==> config.mk <==
export PLATFORM = sky130hd
export DESIGN_NAME = mpu_interrupt_ctrl
export DESIGN_NICKNAME = d
export VERILOG_FILES = /design/src/rtl/mpu_pkg.sv /design/src/rtl/irq_priority_enc.sv /design/src/rtl/mpu_interrupt_ctrl.sv
export SDC_FILE = /design/constraint.sdc
export NUM_CORES = 1
export LEC_CHECK = 0
export CAP_MARGIN = 20
export CORE_MARGIN = 1.5
export CORE_UTILIZATION = 41
export CTS_CLUSTER_DIAMETER = 120
export DETAILED_ROUTE_END_ITERATION = 7
export PLACE_DENSITY = 0.75
export SYNTH_ARGS = -nofsm -noshare
export SYNTH_HDL_FRONTEND = slang
export SYNTH_SLANG_ARGS = --single-unit
==> constraint.sdc <==
create_clock -name clk -period 1.38 [get_ports clk]
set_input_delay 0.276 -clock clk [delete_from_list [all_inputs] [get_ports clk]]
set_output_delay 0.276 -clock clk [all_outputs]
set_load 0.1 [all_outputs]
==> src/rtl/mpu_pkg.sv <==
// Shared definitions for the MPU interrupt controller: address geometry,
// vector table layout and the controller state encoding.
package mpu_pkg;

  localparam int          PC_WIDTH      = 8;
  localparam logic [7:0]  VECTOR_BASE   = 8'hF0;
  localparam int unsigned VECTOR_STRIDE = 4;

  typedef enum logic [1:0] {
    IDLE    = 2'd0,
    TAKE    = 2'd1,
    SERVICE = 2'd2
  } irq_state_e;

  // Vector address for a given line index, wrapping within the program space.
  function automatic logic [PC_WIDTH-1:0] vector_addr(input int unsigned idx);
    logic [31:0] sum;
    sum = 32'(VECTOR_BASE) + idx * VECTOR_STRIDE;
    return sum[PC_WIDTH-1:0];
  endfunction

endpackage

==> src/rtl/irq_priority_enc.sv <==
// Lowest-index-first priority encoder. Purely combinational; produces the
// index of the lowest set request bit and a flag that any bit is set.
module irq_priority_enc #(
  parameter int N     = 4,
  parameter int IDX_W = (N > 1) ? $clog2(N) : 1
) (
  input  logic [N-1:0]     req,
  output logic [IDX_W-1:0] idx,
  output logic             valid
);

  // Scan from the top down so the lowest set index is the last one written.
  always_comb begin
    idx   = '0;
    valid = |req;
    for (int i = N - 1; i >= 0; i--) begin
      if (req[i]) begin
        idx = IDX_W'(i);
      end
    end
  end

endmodule

==> src/rtl/mpu_interrupt_ctrl.sv <==
// Single-level vectored interrupt controller for the MPU program sequencer.
// Latches rising edges of the request lines, picks the highest-priority
// enabled line at an instruction boundary, overrides the sequencer with the
// vector address, and restores the saved PC on return-from-interrupt.
module mpu_interrupt_ctrl
  import mpu_pkg::*;
#(
  parameter int NUM_IRQ = 4
) (
  input  logic                clk,
  input  logic                reset,
  input  logic [NUM_IRQ-1:0]  irq,
  input  logic                gie,
  input  logic                mask_we,
  input  logic [NUM_IRQ-1:0]  mask_data,
  input  logic                instr_boundary,
  input  logic                rti,
  input  logic [PC_WIDTH-1:0] pc_in,
  output logic                force_jmp,
  output logic [PC_WIDTH-1:0] force_addr,
  output logic [NUM_IRQ-1:0]  irq_ack,
  output logic                in_service,
  output logic [NUM_IRQ-1:0]  pending
);

  localparam int IDX_W = (NUM_IRQ > 1) ? $clog2(NUM_IRQ) : 1;

  irq_state_e          state_reg, state_next;
  logic [NUM_IRQ-1:0]  irq_d_reg;
  logic [NUM_IRQ-1:0]  pending_reg, pending_next;
  logic [NUM_IRQ-1:0]  mask_reg;
  logic [PC_WIDTH-1:0] saved_pc_reg;
  logic                force_jmp_reg, force_jmp_next;
  logic [PC_WIDTH-1:0] force_addr_reg, force_addr_next;
  logic [NUM_IRQ-1:0]  irq_ack_reg, irq_ack_next;
  logic                in_service_reg, in_service_next;

  logic [NUM_IRQ-1:0]  rise;
  logic [NUM_IRQ-1:0]  eligible;
  logic [IDX_W-1:0]    enc_idx;
  logic                enc_valid;
  logic                accept;
  logic                ret_fire;

  assign rise     = irq & ~irq_d_reg;
  assign eligible = pending_reg & mask_reg;

  irq_priority_enc #(
    .N     (NUM_IRQ),
    .IDX_W (IDX_W)
  ) u_prio (
    .req   (eligible),
    .idx   (enc_idx),
    .valid (enc_valid)
  );

  // A new edge on a line wins over the clear caused by accepting that line.
  genvar gi;
  generate
    for (gi = 0; gi < NUM_IRQ; gi++) begin : g_pending
      assign pending_next[gi] = rise[gi] |
        (pending_reg[gi] & ~(accept && (enc_idx == IDX_W'(gi))));
    end
  endgenerate

  // Edge-detect history, pending latch, mask register and saved return PC.
  always_ff @(posedge clk or posedge reset) begin
    if (reset) begin
      irq_d_reg    <= '0;
      pending_reg  <= '0;
      mask_reg     <= '0;
      saved_pc_reg <= '0;
    end else begin
      irq_d_reg   <= irq;
      pending_reg <= pending_next;
      if (mask_we) begin
        mask_reg <= mask_data;
      end
      if (accept) begin
        saved_pc_reg <= pc_in;
      end
    end
  end

  // State register plus the registered vector-jump outputs.
  always_ff @(posedge clk or posedge reset) begin
    if (reset) begin
      state_reg      <= IDLE;
      force_jmp_reg  <= 1'b0;
      force_addr_reg <= '0;
      irq_ack_reg    <= '0;
      in_service_reg <= 1'b0;
    end else begin
      state_reg      <= state_next;
      force_jmp_reg  <= force_jmp_next;
      force_addr_reg <= force_addr_next;
      irq_ack_reg    <= irq_ack_next;
      in_service_reg <= in_service_next;
    end
  end

  // Next-state logic: accept in IDLE, one vector cycle in TAKE, wait for rti.
  always_comb begin
    state_next      = state_reg;
    force_jmp_next  = 1'b0;
    force_addr_next = force_addr_reg;
    irq_ack_next    = '0;
    in_service_next = in_service_reg;
    accept          = 1'b0;
    ret_fire        = 1'b0;
    case (state_reg)
      IDLE: begin
        if (gie && enc_valid && instr_boundary) begin
          accept          = 1'b1;
          state_next      = TAKE;
          force_jmp_next  = 1'b1;
          force_addr_next = vector_addr(32'(enc_idx));
          irq_ack_next    = NUM_IRQ'(1) << enc_idx;
        end
      end
      TAKE: begin
        state_next      = SERVICE;
        in_service_next = 1'b1;
      end
      SERVICE: begin
        if (rti && instr_boundary) begin
          ret_fire        = 1'b1;
          state_next      = IDLE;
          in_service_next = 1'b0;
        end
      end
      default: begin
        state_next = IDLE;
      end
    endcase
  end

  // The return jump bypasses the registers so the sequencer reloads the
  // saved PC in the same boundary cycle that decoded the rti.
  assign force_jmp  = force_jmp_reg | ret_fire;
  assign force_addr = ret_fire ? saved_pc_reg : force_addr_reg;
  assign irq_ack    = irq_ack_reg;
  assign in_service = in_service_reg;
  assign pending    = pending_reg;

endmodule

# After elaboration in Yosys (flattened, before gate mapping)
# Index checks and enable logic that the tools add are counted.
# W data, S select, Z words.
# word_totals
regBits,36
output_inout_bits,18
word_cells,64
# op_classes
add_sub_neg,1
eq_ne,7
n_shift,1
mux,16
n_bitwise,16
reduce_logical,14
# ops
op,n
$mux W2,6
$add A8 B4 Y8 const A,1
$and A4 B4 Y4,2
$mux W4,2
$mux W8,1
$logic_and A1 B1 Y1,7
$eq A2 B2 Y1 const B,3
$pmux W2 S3,1
$reduce_and A2 Y1,3
$mux W1,5
$or A1 B1 Y1,5
$and A1 B1 Y1,4
$eq A2 B1 Y1 const B,2
$logic_not A2 Y1,2
$ne A2 B2 Y1 const B,2
$not A1 Y1,4
$not A4 Y4,1
$reduce_or A4 Y1,1
$shl A1 B2 Y4 const A,1
$pmux W1 S2,1
$reduce_bool A2 Y1,1

# Longest topological paths before layout
# logic_depth
word_depth,10
depth_mapped,4
ltp_nobuf,3

# By module
# Synthesis repeated with hierarchy kept, for this count alone.
# unflattened
hier_cells,106
hier_area_um2,1322.5
# modules_own_cells
module,n_inst,cells_per_inst,area_per_inst_um2,seq_area_each_um2
mpu_interrupt_ctrl,1,99,1287.5,775.7
irq_priority_enc,1,7,35.0,0.0

# Worst setup path after synthesis
# OpenSTA, ideal clock, no wires.
# synth_timing
kind,register -> register
start,register pending_reg[0] (netlist: pending[0])
end,register saved_pc_reg[0]
setup_time_ns,0.125
t_arrival_ns,1.909
setup_slack_ns,-0.654
stages_incl_launch_ff,4
synth_period_minus_slack_ns,2.034
path_cell_list,dfrtp_1 > a22oi_2 > a21oi_4 > mux2_2
# synth_between
elab_chain_cells,6
# synth_rtl
element,line,text
from (decl),mpu_interrupt_ctrl.sv:30,"logic [NUM_IRQ-1:0] pending_reg, pending_next;"
from (signal assigned),mpu_interrupt_ctrl.sv:75,pending_reg <= pending_next;
$and A4 B4 Y4,mpu_interrupt_ctrl.sv:46,assign eligible = pending_reg & mask_reg;
$reduce_or A4 Y1,irq_priority_enc.sv:15,valid = |req;
$logic_and A1 B1 Y1 (2 in a row),mpu_interrupt_ctrl.sv:113,if (gie && enc_valid && instr_boundary) begin
$mux W1,mpu_interrupt_ctrl.sv:113,
$mux W1,mpu_interrupt_ctrl.sv:111,case (state_reg)
via accept,mpu_interrupt_ctrl.sv:42,logic accept;
to (signal assigned),mpu_interrupt_ctrl.sv:80,saved_pc_reg <= pc_in;
to (decl),mpu_interrupt_ctrl.sv:32,logic [PC_WIDTH-1:0] saved_pc_reg;
# The timed path passes the listed nets, and every way through them passes these cells.
# A chain may end at the register's enable or synchronous reset.

# Worst setup path after layout
# layout_timing
start,register state_reg[0]
end,output force_addr[5]
# layout_between
elab_chain_cells,3
# layout_rtl
element,line,text
from (decl),mpu_interrupt_ctrl.sv:28,"irq_state_e state_reg, state_next;"
from (signal assigned),mpu_interrupt_ctrl.sv:94,state_reg <= state_next;
$eq A2 B2 Y1,mpu_interrupt_ctrl.sv:111,
$mux W1,mpu_interrupt_ctrl.sv:111,
$mux W8,mpu_interrupt_ctrl.sv:141,assign force_addr = ret_fire ? saved_pc_reg : force_addr_reg;
to (decl),mpu_interrupt_ctrl.sv:20,"output logic [PC_WIDTH-1:0] force_addr,"
# No other way between the ends.

==> impl_metrics.ini <==
[critical_path]
criticalPathCategory = reg2out
endpoint = force_addr[5]
end_kind = output port
worst-path-stages = 4
cp_cell_sequence = and4b_2 -> nand2b_4 -> nand2_8 -> buf_12
cp-start-kind = flip-flop
r2r_cells = 8
max_stage_delay_ps = 390
required_ps = 1100
arrival_ps = 1630
critPathBufInv = 1
crit_family = simple AND/OR/NAND/NOR gates
r2r-end = saved_pc_reg[5]$_DFFE_PP0N_
cp-startpoint = state_reg[0]$_DFFE_PP0P_
crit_slowest_cell = dfrtp_1
rr_startpoint = state_reg[0]$_DFFE_PP0P_
reg2reg_setup_slack_ps = -520
critPathMaxFanout = 6

[power]
powerDensity_nw_per_um2 = 1680
p_leak_nw = 1.09
ir_drop_uv = 902

[synthesis]
ys_types = 24
syn_avg_cell_area_um2 = 12.6
syn_area_um2 = 1270
yosysWarnings = 0
ys_seq_area_share_pct = 61.1
synth_seq_cells = 31
synth_cells = 101
synth_nets = 123

[placed_design]
io_buffers = 39
pre_cts_ws_ps = -564
dp_hpwl_um = 2040
place_area_um2 = 2100
gp_congestion = 0.765

[floorplan]
initial_core_util_pct = 42.3
fp.coreArea_um2 = 3000
rows = 20
design.die.area_um2 = 3440
die_x_um = 58.7
ioPinCount = 40
die_h_um = 58.7

[cells_and_area]
largest_reg_flops = 8
layout.nets = 197
drive_above_1_share_pct = 56.3
final_common_cell = dfrtp_1
layout_common_cells = dfrtp_1, clkdlybuf4s50_1, buf_12
seq_area_um2 = 791
fin_area_um2 = 2420
area_growth_pct = 90.5
fillCellCount = 174
n_antenna_cell = 0
multiInputGateArea_um2 = 651

[sta]
report.final.setup_viol = 36
final.setup.tns_ps = -12760
post-route-min-period_ps = 1910
slew_viol_final = 0
clock.fmax_mhz = 523
fin_crit_sh_pct = 138
finalClockSkew_ps = 7.32
worst_slack_ps = -531
relSlewSlack_pct = 70.5
timing_hold_violations_final = 0
tightest_slew_ps = 443
rsz0062_at_grt = true

[grt]
grt.overflow.total = 0
grt_antenna_before_repair = 0
grt_pass1_wl_um = 5310
grt_use_total_pct = 21.6
grt_pass1_vias = 1141
grt_max_degree = 32

[route]
avgViaCountPerCell = 5.20
drtIter0Drc = 22
drtPass1Iterations = 4
routed_wirelength_um = 3350
wl_per_cell_um = 16.0
vias = 1087
drc = 0
antenna_left = 0

[clock_tree]
path_clk_slew_ps = 100
cts_made_buffers = 5
cts.sinks = 31
clock_path_buffers = 2
postCtsHoldBufs = 0
worstSkewPairLatency_ps = 340
htree_levels = 2
cts_tree = done
clockRootBuffer = clkbuf_4

[status]
violations = setup timing
outcome = complete, but fails checks

[min_path]
worstHoldPathType = in2async

[flow_run]
maxCapViolCount = 0
## cell type report
type	instances	share of cell area (%)
multi-input cells	62	26.9
clock buffers	8	2.84
well taps	33	1.71
inverters	7	1.09
repair buffers	68	34.8
flip-flops and latches	31	32.7
## kinds of logic (layout without fill, tap and decap cells)
family,Yosys count,in the layout,share of synthesized area (%)
AO/OA/AOI/OAI,13,14,9.26
buffers and inverters,9,83,3.35
flip-flops,31,31,61.1
multiplexers,14,14,12.4
AND/OR/NAND/NOR,34,34,13.9
## Yosys cell counts
cell        n  area [µm²]
a21oi_1     2        10.0
a21oi_4     1        16.3
a22o_1      4        35.0
a22oi_2     2        25.0
a32oi_1     1        8.76
and2_1      2        12.5
and4b_2     1        11.3
and4bb_2    1        12.5
buf_2       1        5.00
buf_6       1        11.3
dfrtp_1    31         776
inv_1       7        26.3
mux2_2     14         158
nand2_1    16        60.1
nand2b_1    1        6.26
nand3_1     2        10.0
nand3b_1    1        7.51
nand4_1     1        6.26
nand4bb_1   1        11.3
nor2_1      5        18.8
o21ai_0     1        5.00
o22a_1      2        17.5
or2_2       2        12.5
or2b_1      1        7.51
## routing by layer
layer  vias to the layer above  routed length [µm]  GRT usage [%]
li1                        503                   -              -
met5                         -                   0              0
met2                        40                1800           38.0
met3                         5                 186           6.15
met4                         0                  53           7.79
met1                       539                1310           25.2
## how the worst min path moves through the flow
| stage | start | to | slack (ps) | cells past startpoint |
|---|---|---|---|---|
| 2_1_floorplan | irq[0] | irq_d_reg[0]$_DFF_PP0_ | 310 | 0 |
| 3_3_place_gp | force_addr_reg[2]$_DFFE_PP0N_ | force_addr_reg[2]$_DFFE_PP0N_ | 480 | 1 |
| 3_5_place_dp | saved_pc_reg[2]$_DFFE_PP0N_ | saved_pc_reg[2]$_DFFE_PP0N_ | 500 | 1 |
| 4_1_cts | reset | force_jmp_reg$_DFF_PP0_ | 270 | 3 |
| 5_1_grt | reset | saved_pc_reg[1]$_DFFE_PP0N_ | 290 | 3 |
| 6_report | reset | force_jmp_reg$_DFF_PP0_ | 280 | 3 |
## timing repair
| item | in CTS | in global routing |
|---|---|---|
| buffers inserted | 11 | 4 |
| resized for setup | 21 | 16 |
| endpoints found under the setup margin | 21 | 34 |
| pin swaps | 6 | 8 |
| gates cloned | 1 | 0 |
## metrics by stage
step	util (%)	std cells	power, mW	hold slack (ps)
after global placement	70.0	187	3.11	480
after detailed placement	70.0	187	3.16	496
final	80.6	209	4.07	277
after global routing	80.6	209	4.24	287
after floorplan	-	101	2.46	307
after CTS	78.3	207	4.00	275
## power breakdown
part / total, mW / leakage (nW) / switching (mW) / internal, mW
Sequential: 1.31 / 0.362 / 0.166 / 1.14
Clock: 0.610 / 0.0386 / 0.311 / 0.299
Combinational: 2.15 / 0.692 / 1.16 / 0.989
## worst min-delay path, cell delays in order
cell and delay [ps]:
clkdlybuf4s50_1 410, inv_1 90, buf_12 200
Power figures use the tool's default switching activity.
